==> src/rtl/uart_tx_arbiter.sv <==
// Four-lane round-robin arbiter in front of a single UART transmitter.
// It captures one byte from the winning lane, strobes the transmitter and
// waits for end-of-frame. If the frame never completes, it abandons the
// transfer after a bounded number of cycles.
//
// state   | meaning
// --------+---------------------------------------------------------------
// IDLE    | no owner; arbitrate among i_req & i_req_mask from ptr upward
// START   | byte captured, o_tx_start high for this single cycle
// WAIT    | waiting for i_tx_done; wait_cnt bounds the wait
module uart_tx_arbiter #(
   parameter int DATA_BITS      = 8,
   parameter int TIMEOUT_CYCLES = 200000
) (
   input  logic                   i_clk,
   input  logic                   i_reset,
   input  logic [3:0]             i_req,
   input  logic [4*DATA_BITS-1:0] i_req_data,
   input  logic [3:0]             i_req_mask,
   output logic [3:0]             o_ack,
   output logic [3:0]             o_done,
   output logic                   o_err,
   output logic [3:0]             o_grant,
   output logic                   o_busy,
   output logic                   o_tx_start,
   output logic [DATA_BITS-1:0]   o_tx_data,
   input  logic                   i_tx_done
);

   typedef enum logic [1:0] {
      ST_IDLE  = 2'd0,
      ST_START = 2'd1,
      ST_WAIT  = 2'd2
   } state_t;

   // The wait counter runs 0..TIMEOUT_CYCLES-1; the last value is the abandon point.
   localparam logic [23:0] TIMEOUT_LAST = 24'(TIMEOUT_CYCLES - 1);

   state_t                 state;
   logic [1:0]             ptr;
   logic [1:0]             owner;
   logic [23:0]            wait_cnt;

   logic [3:0]             eligible;
   logic                   win_valid;
   logic [1:0]             win_idx;
   logic [3:0]             win_onehot;
   logic [DATA_BITS-1:0]   win_data;

   // Round-robin search: the first eligible lane at ptr, ptr+1, ... wins.
   // The loop runs from the farthest offset down so that the nearest one is
   // assigned last.
   always_comb begin
      eligible  = i_req & i_req_mask;
      win_valid = 1'b0;
      win_idx   = ptr;
      for (int i = 3; i >= 0; i--) begin
         if (eligible[ptr + 2'(i)]) begin
            win_valid = 1'b1;
            win_idx   = ptr + 2'(i);
         end
      end
   end

   // Select the winner's data lane and the one-hot grant pattern.
   always_comb begin
      win_onehot = 4'b0001 << win_idx;
      case (win_idx)
         2'd0:    win_data = i_req_data[0*DATA_BITS +: DATA_BITS];
         2'd1:    win_data = i_req_data[1*DATA_BITS +: DATA_BITS];
         2'd2:    win_data = i_req_data[2*DATA_BITS +: DATA_BITS];
         default: win_data = i_req_data[3*DATA_BITS +: DATA_BITS];
      endcase
   end

   // Control FSM with registered outputs. The ack, done, err and start
   // outputs are one-cycle pulses, so they default low on every edge.
   always_ff @(posedge i_clk or posedge i_reset) begin
      if (i_reset) begin
         state      <= ST_IDLE;
         ptr        <= 2'd0;
         owner      <= 2'd0;
         wait_cnt   <= '0;
         o_ack      <= '0;
         o_done     <= '0;
         o_err      <= 1'b0;
         o_grant    <= '0;
         o_busy     <= 1'b0;
         o_tx_start <= 1'b0;
         o_tx_data  <= '0;
      end else begin
         o_ack      <= '0;
         o_done     <= '0;
         o_err      <= 1'b0;
         o_tx_start <= 1'b0;
         case (state)
            ST_IDLE: begin
               if (win_valid) begin
                  state      <= ST_START;
                  owner      <= win_idx;
                  o_grant    <= win_onehot;
                  o_ack      <= win_onehot;
                  o_tx_data  <= win_data;
                  o_tx_start <= 1'b1;
                  o_busy     <= 1'b1;
                  wait_cnt   <= '0;
               end
            end
            ST_START: begin
               // i_tx_done is deliberately ignored here; the frame has not started yet.
               state    <= ST_WAIT;
               wait_cnt <= '0;
            end
            ST_WAIT: begin
               // Completion takes precedence over a timeout in the same cycle.
               if (i_tx_done) begin
                  o_done   <= o_grant;
                  ptr      <= owner + 2'd1;
                  o_grant  <= '0;
                  o_busy   <= 1'b0;
                  wait_cnt <= '0;
                  state    <= ST_IDLE;
               end else if (wait_cnt == TIMEOUT_LAST) begin
                  o_err    <= 1'b1;
                  ptr      <= owner + 2'd1;
                  o_grant  <= '0;
                  o_busy   <= 1'b0;
                  wait_cnt <= '0;
                  state    <= ST_IDLE;
               end else begin
                  wait_cnt <= wait_cnt + 24'd1;
               end
            end
            default: begin
               state   <= ST_IDLE;
               o_grant <= '0;
               o_busy  <= 1'b0;
            end
         endcase
      end
   end

endmodule

==> config.mk <==
export PLATFORM = sky130hd
export DESIGN_NAME = uart_tx_arbiter
export DESIGN_NICKNAME = d
export VERILOG_FILES = /design/src/rtl/uart_tx_arbiter.sv
export SDC_FILE = /design/constraint.sdc
export NUM_CORES = 1
export LEC_CHECK = 0
export ABC_AREA = 1
export CORE_ASPECT_RATIO = 0.9
export CORE_MARGIN = 1.5
export CORE_UTILIZATION = 55
export CTS_CLUSTER_SIZE = 40
export DETAILED_ROUTE_END_ITERATION = 16
export PLACE_DENSITY_LB_ADDON = 0.25
export RECOVER_POWER = 100
export SETUP_SLACK_MARGIN = 0.1
export SYNTH_ARGS = -nofsm -noshare
export SYNTH_HDL_FRONTEND = slang
export SYNTH_SLANG_ARGS = --single-unit
==> constraint.sdc <==
create_clock -name i_clk -period 5.6 [get_ports i_clk]
set_input_delay 0.84 -clock i_clk [delete_from_list [all_inputs] [get_ports i_clk]]
set_output_delay 0.84 -clock i_clk [all_outputs]
set_load 0.01 [all_outputs]
==> out/metrics.yaml, run 1 <==
use_met1: 0.4312
synth_edf_count: 0
rsz0062_at_grt: "no"
nNetsFinal: 535
finalCritPeriodShare: 0.6589
setup_viol: 0
r2r_setup_slack_ns: 2.71
diodes: 0
yosysWarnings: 0
gp_congestion: 1.007
cp-start-kind: "input pin"
ios: 66
end_kind: "async pin"
ys.flop_type: "dfrtp_1"
path_class: "input pin to async pin"
antenna_found_initial: 0
min-delay-start: "owner[0]$_DFFE_PP0P_"
cts_root_buf: "clkbuf_8"
clockBufferDepth: 2
required_ns: 5.40
failed_checks: "capacitance limit, slew limit"
grt_use_met3: 0.05200
synth_top_area_frac: 0.4104
drive_gt1_frac: 0.04878
reg2reg_from: "ptr[0]$_DFFE_PP0P_"
yosys-top-cells-count: "nand2_1, dfrtp_1, nor2_1"
grt-ovfl-total: 0
routedWlPerCell_um: 15.52
timing.rr.end: "o_grant[1]$_DFFE_PP0P_"
grt_pass1_vias: 2912
power.density_nw_per_um2: 440.7
dp_hpwl_um: 6574
drt_iter0_drc: 320
min_path_type: "flop to flop"
die_area_um2: 6345
fin_util: 0.6976
clock-sinks: 53
hold_end: "ptr[0]$_DFFE_PP0P_"
worstRegToRegCells: 10
synth_largest_area_cell: "dfrtp_1"
rows: 26
cts.clk_slew.worst_paths_ns: 0.10
fin_crit_ns: 3.690
area_delta_synth_final_pct: 22.18
synth_area_per_cell_um2: 7.569
drv_slew: 54
hold_depth: 1
io_buffers: 65
start_util: 0.5710
fill_cells: 491
leakage_nw: 1.762
synth.most_common_cell: "nand2_1"
cts_max_level: 2
grt-busiest-layer: "met2"
ys_seq_elements: 53
ant_nets: 0
synth_cell_type_count: 38
drc: 0
critPathArrivalTime_ns: 3.49
synthesis.nets: 471
critPathMaxFanout: 53
irDropWorstVdd_uv: 399.7
vias: 3202
cts_buffers: 5
max_freq_mhz: 271.0
grt_pass1_wl_um: 14230
synthTopCellsByArea: "dfrtp_1, nand2_1, nand3_1, nor2_1, inv_1"
hold_viol_final: 0
max-slew-margin-rel: -0.9339
cts_resized: 0
finalClockSkew_ns: 0.009953
syn_inst: 427
die-width_um: 83.80
core_area_um2: 5660
cts_tree: "done"
synth_area_um2: 3232
gr-usage-met2: 0.4346
viasPerCell: 5.698
grt_max_degree: 54
grt_use_total: 0.2846
async_flop_share: 1.000
tightest_slew_ns: 2.901
run_status: "finished with violations"
dr.pass1.iters: 5
fin_tns_setup_ns: 0
drt-total-wl_um: 8722
post-cts-setup-buffers: 0
die_y_um: 75.72
drv_cap: 1
clk_latency_ns: 0.32
hold_buffers: 0
ys_seq_area_frac: 0.4104
-- cells by family (layout without fill, tap and decap cells) --
| logic type | after synthesis | in the layout | synth area share |
|---|---|---|---|
| xor+xnor | 17 | 17 | 0.04607 |
| flops | 53 | 53 | 0.4104 |
| simple gates | 262 | 262 | 0.3728 |
| compound gates | 38 | 38 | 0.09098 |
| buf+inv | 56 | 121 | 0.07588 |
| fa+ha+maj | 1 | 1 | 0.003871 |
-- report_power, final --
| group | switching (mW) | total (mW) | internal [mW] |
|---|---|---|---|
| clock network | 0.138 | 0.227 | 0.0891 |
| registers | 0.0618 | 0.532 | 0.471 |
| logic | 0.648 | 0.981 | 0.333 |
| total | 0.848 | 1.74 | 0.892 |
-- cells in the final DEF, fill, tap and decap left out, drive strengths merged, types with 6 or more instances in the layout --
cell type,synthesis,routed
nand2,125,125
o21ai,17,17
dfrtp,53,53
nor2,49,49
clkdlybuf4s50,0,39
nand4,22,22
nor3,12,12
xor2,16,16
inv,47,47
nor4,8,8
dlygate4sd3,0,26
nand3,43,43
a21oi,6,6
clkbuf,2,6
o32ai,9,9
-- worst max path at each step --
stage                     startpoint                  endpoint  depth (start not counted)
final                        i_reset  o_tx_data[0]$_DFFE_PP0P_                          3
after global routing         i_reset  o_tx_data[0]$_DFFE_PP0P_                          3
after CTS                   i_req[3]    o_grant[0]$_DFFE_PP0P_                          9
after detailed placement    i_req[3]    o_grant[0]$_DFFE_PP0P_                          9
after global placement      i_req[2]    o_grant[0]$_DFFE_PP0P_                         11
after floorplan              i_reset        o_ack[0]$_DFF_PP0_                          1
-- flip-flops by register name, indices dropped and copies added (netlist names) --
name	cells
o_ack	4
o_done	4
state	2
wait_cnt	24
ptr	2
o_tx_data	8
o_err	1
o_busy	1
o_tx_start	1
owner	2
o_grant	4
-- metrics by stage --
step / instance area (um2) / hold slack, ns / worst slack, ns / power [mW] / cells
final: 3949 / 0.5007 / 1.910 / 1.740 / 562
after global routing: 3949 / 0.5211 / 1.367 / 1.883 / 562
after CTS: 4004 / 0.4962 / 2.933 / 1.794 / 562
after floorplan: 3232 / 0.4588 / 3.469 / 1.291 / 427
after detailed placement: 3914 / 0.4821 / 2.606 / 1.568 / 554
after global placement: 3914 / 0.4686 / 2.661 / 1.546 / 554
-- worst max-delay path, stage by stage --
cell and delay (ns):
dlygate4sd3_1 0.54, clkinv_1 0.05, clkbuf_1 2.05
-- layout make-up --
type / count / area [um2] / area share
multi-input combinational: 318 / 1609 / 0.4075
sequential: 53 / 1326 / 0.3359
timing repair buffer: 66 / 654.4 / 0.1657
inverter: 47 / 181.4 / 0.04594
tap: 70 / 87.58 / 0.02218
clock buffer: 5 / 68.82 / 0.01743
clock inverter: 3 / 21.27 / 0.005387
-- per-layer routing --
metal  up-vias  routed length [um]
li1       1551                   -
met1      1470                4199
met2       170                3729
met3        11                 716
met4         0                  76
met5         -                   0
Power figures use the tool's default switching activity.
==> run 2, diff against run 1 <==
--- a/config.mk
+++ b/config.mk
@@ -8,7 +8,7 @@
 export ABC_AREA = 1
 export CORE_ASPECT_RATIO = 0.9
 export CORE_MARGIN = 1.5
-export CORE_UTILIZATION = 55
+export CORE_UTILIZATION = 52
 export CTS_CLUSTER_SIZE = 40
 export DETAILED_ROUTE_END_ITERATION = 16
 export PLACE_DENSITY_LB_ADDON = 0.25
==> constraint.sdc (replaced) <==
create_clock -name i_clk -period 3.55 [get_ports i_clk]
set_input_delay 0.5325 -clock i_clk [delete_from_list [all_inputs] [get_ports i_clk]]
set_output_delay 0.5325 -clock i_clk [all_outputs]
set_load 0.01 [all_outputs]
==> out/metrics.yaml, run 2 (synthesis results as in run 1) <==
top_regs: "wait_cnt (24), o_tx_data (8)"  # unchanged
clockBufferDepth: 2  # unchanged
cts_max_level: 2  # unchanged
gp_congestion: 1.012  # was 1.007
critPathArrivalTime_ns: 3.06  # was 3.49 ns
final_common_cell: "nand2_1"  # unchanged
failed_checks: "capacitance limit, slew limit"  # unchanged
ant_nets: 0  # unchanged
finalClockSkew_ns: 0.01671  # was 0.009953 ns
run_status: "finished with violations"  # unchanged
irDropWorstVdd_uv: 491.3  # was 399.7 uV
power.switching_mw: 1.332  # was 0.8482 mW
start_util: 0.5345  # was 0.5710
rsz0062_at_grt: "no"  # unchanged
fin_cells: 565  # was 562
multiInputGateArea_um2: 1615  # was 1609 um2
largest_reg_flops: 24  # unchanged
reg2reg_from: "ptr[0]$_DFFE_PP0P_"  # unchanged
place_ws_ns: 0.8617  # was 2.606 ns
fin_tns_setup_ns: 0  # unchanged
end_kind: "flop"  # was async pin
fin_area_um2: 3965  # was 3949 um2
dpl-instance-area_um2: 3924  # was 3914 um2
cts.clk_slew.worst_paths_ns: 0.10  # about the same
min_path_type: "flop to flop"  # unchanged
drv_cap: 1  # unchanged
fin_crit_ns: 2.827
area_delta_synth_final_pct: 22.69  # was 22.18%
ios: 66  # unchanged
power_frac_seq: 0.304  # was 0.306
die_y_um: 77.79  # was 75.72 um
fill_cells: 528  # was 491
grt_use_total: 0.2672  # was 0.2846
hold_buffers: 0  # unchanged
nNetsFinal: 536  # was 535
finalCritPeriodShare: 0.7963
combPwrFrac: 0.569  # was 0.564
max-slew-margin-rel: -0.2831  # was -0.9339
cp-start-kind: "flop"  # was input pin
vias: 3164  # was 3,202
antenna_found_initial: 0  # unchanged
die-width_um: 86.10  # was 83.80 um
grt-ovfl-total: 0  # unchanged
power.density_nw_per_um2: 692.4  # was 440.7 nW/um2
core_area_um2: 6047  # was 5660 um2
clk_latency_ns: 0.32  # about the same
grt_max_degree: 54  # unchanged
io_buffers: 65  # unchanged
clkPwrFrac: 0.127  # was 0.131
layout_common_cells: "nand2_1, dfrtp_1, nor2_1"  # unchanged
drv_slew: 54  # unchanged
required_ns: 3.79  # was 5.40 ns
diodes: 0  # unchanged
p_int_mw: 1.414  # was 0.8922 mW
dr.pass1.iters: 5  # unchanged
max_freq_mhz: 353.8
top_register: "wait_cnt"  # unchanged
drc: 0  # unchanged
grt_pass1_wl_um: 14190  # was 14,230 um
tightest_slew_ns: 1.923  # was 2.901 ns
cts_tree: "done"  # unchanged
setup_viol: 0  # unchanged
hold_viol_final: 0  # unchanged
worst_slack_ns: 0.7232  # was 1.910 ns
post-cts-setup-buffers: 0  # unchanged
clock-sinks: 53  # unchanged
seq_area_um2: 1326  # unchanged
drive_gt1_frac: 0.04462  # was 0.04878
grt_pass1_vias: 2945  # was 2,912
dp_hpwl_um: 6369  # was 6574 um
die_area_um2: 6698  # was 6345 um2
dp_cells: 557  # was 554
startpoint: "ptr[0]$_DFFE_PP0P_"  # was i_reset
drt-total-wl_um: 8401  # was 8722 um
min-delay-start: "o_tx_data[7]$_DFFE_PP0P_"  # was owner[0]$_DFFE_PP0P_
cts_resized: 0  # unchanged
path_class: "flop to flop"  # was input pin to async pin
cts_root_buf: "clkbuf_8"  # unchanged
leakage_nw: 1.775  # was 1.762 nW
rows: 27  # was 26
drt_iter0_drc: 228  # was 320
critPathMaxFanout: 19  # was 53
viasPerCell: 5.600  # was 5.698
sw_frac_of_total: 0.4851  # was 0.4874
routedWlPerCell_um: 14.87  # was 15.52 um
cts_buffers: 5  # unchanged
run 2: cell types whose count changed in the layout (fill, tap and decap cells not counted), sizes merged:
cell,change
dlygate4sd3,-1
clkdlybuf4s50,+1
clkinv,-1
buf,+1
inv,+1
run 2: layout make-up:
cell class              instances  share of cell area
clock buffers                   5             0.01736
clock inverters                 3            0.005364
inverters                      47             0.04576
multi-input cells             318              0.4074
flip-flops and latches         53              0.3345
well taps                      72             0.02272
repair buffers                 67              0.1669
run 2: stage by stage:
step                hold WS (ns)  power, mW  utilization
global placement          0.4659      2.434       0.6489
global route              0.5116      2.986       0.6557
detailed placement        0.4708      2.481       0.6489
CTS                       0.4942      2.827       0.6638
floorplan                 0.4588      2.037            -
finish                    0.4876      2.745       0.6557
run 2: path summary, 6_finish.rpt:
kind,to,slack (ns),cells past startpoint
max,wait_cnt[6]$_DFFE_PP0P_,0.72,13
min,o_tx_data[7]$_DFFE_PP0P_,0.49,2
max reg2reg,wait_cnt[6]$_DFFE_PP0P_,0.72,13
min reg2reg,o_tx_data[7]$_DFFE_PP0P_,0.49,2
max in group asynchronous,o_tx_data[3]$_DFFE_PP0P_,1.16,2
min in group asynchronous,wait_cnt[13]$_DFFE_PP0P_,1.26,2
run 2: routing by layer:
layer / wire, um / up-vias / GRT usage
met5: 0 / - / 0
met3: 564 / 13 / 0.04574
met4: 107 / 0 / 0.06129
met2: 3651 / 118 / 0.3882
met1: 4078 / 1480 / 0.4130
li1: - / 1553 / -
run 2: worst max-delay path, cell delays in order (launching register included):
cell	delay, ns
dfrtp_1	0.54
inv_1	0.30
nand2_1	0.08
nand2_1	0.16
nor2_1	0.07
nor2_1	0.13
nand2_1	0.13
nor3_4	0.19
nand2_1	0.12
o21ai_0	0.52
inv_6	0.20
nand2_1	0.12
nand2_1	0.05
a21oi_1	0.12
run 2: power by group through the flow:
stage / clock (mW) / combinational (mW) / sequential [mW]
after detailed placement: 0 / 1.63 / 0.848
after CTS: 0.352 / 1.64 / 0.837
after global routing: 0.378 / 1.76 / 0.853
after floorplan: 0 / 1.17 / 0.865
after global placement: 0 / 1.58 / 0.850
final: 0.348 / 1.56 / 0.834
==> run 3, diff against run 2 <==
==> constraint.sdc (replaced) <==
create_clock -name i_clk -period 2.7 [get_ports i_clk]
set_input_delay 0.405 -clock i_clk [delete_from_list [all_inputs] [get_ports i_clk]]
set_output_delay 0.405 -clock i_clk [all_outputs]
set_load 0.01 [all_outputs]
==> out/metrics.yaml, run 3 (synthesis results as in run 1) <==
start_util: 0.5345  # unchanged
antenna_found_initial: 0  # unchanged
worst_slack_ns: 0.2914  # was 0.7232 ns
io_buffers: 65  # unchanged
clk_latency_ns: 0.32  # about the same
core_area_um2: 6047  # unchanged
reg2reg_from: "state[1]$_DFFE_PP0P_"  # was ptr[0]$_DFFE_PP0P_
drc: 0  # unchanged
dpl-instance-area_um2: 3939  # was 3924 um2
tightest_slew_ns: 0.9658  # was 1.923 ns
fin_util: 0.6654  # was 0.6557
path_class: "flop to flop"  # unchanged
final_common_cell: "nand2_1"  # unchanged
r2r_setup_slack_ns: 0.29  # was 0.72 ns
hold_depth: 2  # unchanged
ios: 66  # unchanged
grt_max_degree: 22  # was 54
ant_nets: 0  # unchanged
fin_tns_setup_ns: 0  # unchanged
clock-sinks: 53  # unchanged
hold_viol_final: 0  # unchanged
grt_pass1_wl_um: 14720  # was 14,190 um
largest_reg_flops: 24  # unchanged
dr.pass1.iters: 5  # unchanged
layout_common_cells: "nand2_1, dfrtp_1, nor2_1"  # unchanged
drt-total-wl_um: 8681  # was 8401 um
cts_tree: "done"  # unchanged
vias: 3293  # was 3,164
dp_cells: 559  # was 557
critPathMaxFanout: 16  # was 19
fin_crit_ns: 2.409  # was 2.827 ns
grt-ovfl-total: 0  # unchanged
area_delta_synth_final_pct: 24.51  # was 22.69%
run_status: "finished clean"  # was finished with violations
top_regs: "wait_cnt (24), o_tx_data (8)"  # unchanged
hold_buffers: 0  # unchanged
grt_use_total: 0.2789  # was 0.2672
startpoint: "state[1]$_DFFE_PP0P_"  # was ptr[0]$_DFFE_PP0P_
finalCritPeriodShare: 0.8921  # was 0.7963
die-width_um: 86.10  # unchanged
irDropWorstVdd_uv: 701.2  # was 491.3 uV
gp_congestion: 0.9889  # was 1.012
timing.rr.end: "ptr[0]$_DFFE_PP0P_"  # was wait_cnt[6]$_DFFE_PP0P_
whs_ns: 0.4875  # was 0.4876 ns
cts_max_level: 2  # unchanged
clockBufferDepth: 2  # unchanged
nNetsFinal: 538  # was 536
rows: 27  # unchanged
fin_cells: 567  # was 565
cts.clk_slew.worst_paths_ns: 0.09  # was 0.10 ns
dp_hpwl_um: 6485  # was 6369 um
setup_viol: 0  # unchanged
place_ws_ns: 0.1323  # was 0.8617 ns
routedWlPerCell_um: 15.31  # was 14.87 um
max-slew-margin-rel: 0.3561  # was -0.2831
drive_gt1_frac: 0.05859  # was 0.04462
viasPerCell: 5.808  # was 5.600
critPathArrivalTime_ns: 2.65  # was 3.06 ns
power.density_nw_per_um2: 935.9  # was 692.4 nW/um2
top_register: "wait_cnt"  # unchanged
cp-start-kind: "flop"  # unchanged
cts_buffers: 5  # unchanged
finalPower_mw: 3.766  # was 2.745 mW
worstRegToRegCells: 6  # was 13
drv_slew: 0  # was 54
end_kind: "flop"  # unchanged
drt_iter0_drc: 322  # was 228
fin_area_um2: 4024  # was 3965 um2
leakage_nw: 1.798  # was 1.775 nW
cts_root_buf: "clkbuf_8"  # unchanged
die_area_um2: 6698  # unchanged
crit_path_end: "ptr[0]$_DFFE_PP0P_"  # was wait_cnt[6]$_DFFE_PP0P_
min_path_type: "flop to flop"  # unchanged
required_ns: 2.94  # was 3.79 ns
die_y_um: 77.79  # unchanged
drv_cap: 0  # was 1
finalClockSkew_ns: 0.01145  # was 0.01671 ns
max_freq_mhz: 415.2  # was 353.8 MHz
diodes: 0  # unchanged
grt_pass1_vias: 3080  # was 2,945
rsz0062_at_grt: "no"  # unchanged
[run 3: cell count changes in the layout (fill, tap and decap cells not counted), sizes merged]
cell	change
buf	+1
clkinvlp	-1
clkbuf	+1
dlygate4sd3	-1
clkdlybuf4s50	+1
bufinv	+1
[run 3: cell type report]
type	instances	area (um2)
Fill cell	511	2023
Multi-Input combinational cell	318	1640
Sequential cell	53	1326
Timing Repair Buffer	69	673.1
Inverter	47	181.4
Tap cell	72	90.09
Clock buffer	5	68.82
Clock inverter	3	43.79
[run 3: worst min-delay path by stage]
stage / slack, ns / startpoint / to
global route: 0.51 / owner[0]$_DFFE_PP0P_ / ptr[0]$_DFFE_PP0P_
CTS: 0.40 / i_reset / wait_cnt[22]$_DFFE_PP0P_
floorplan: 0.46 / owner[0]$_DFFE_PP0P_ / ptr[0]$_DFFE_PP0P_
finish: 0.49 / o_tx_data[7]$_DFFE_PP0P_ / o_tx_data[7]$_DFFE_PP0P_
detailed placement: 0.47 / o_busy$_DFFE_PP0P_ / o_busy$_DFFE_PP0P_
global placement: 0.47 / o_tx_data[7]$_DFFE_PP0P_ / o_tx_data[7]$_DFFE_PP0P_
[run 3: what timing repair did]
item | in CTS | in global routing
endpoints found under the setup margin | 0 | 14
gates resized for setup | 0 | 3
setup buffers | 0 | 0
[run 3: layer usage]
layer | vias to the layer above | wire, um | track usage
li1 | 1555 | - | -
met1 | 1556 | 3942 | 0.4001
met2 | 165 | 3878 | 0.4291
met3 | 17 | 713 | 0.04362
met4 | 0 | 146 | 0.09355
met5 | - | 0 | 0
[run 3: critical path: stages, from the launching register on]
cell and delay, ns:
dfrtp_1 0.38, inv_1 0.10, nor2_1 0.73, inv_1 0.54
nor2_1 0.39, nor2_1 0.07, a21oi_1 0.13
[run 3: report_power, final]
group	switching, mW	total (mW)	internal [mW]
combinational	1.40	2.11	0.710
sequential	0.125	1.10	0.975
clock	0.274	0.552	0.278
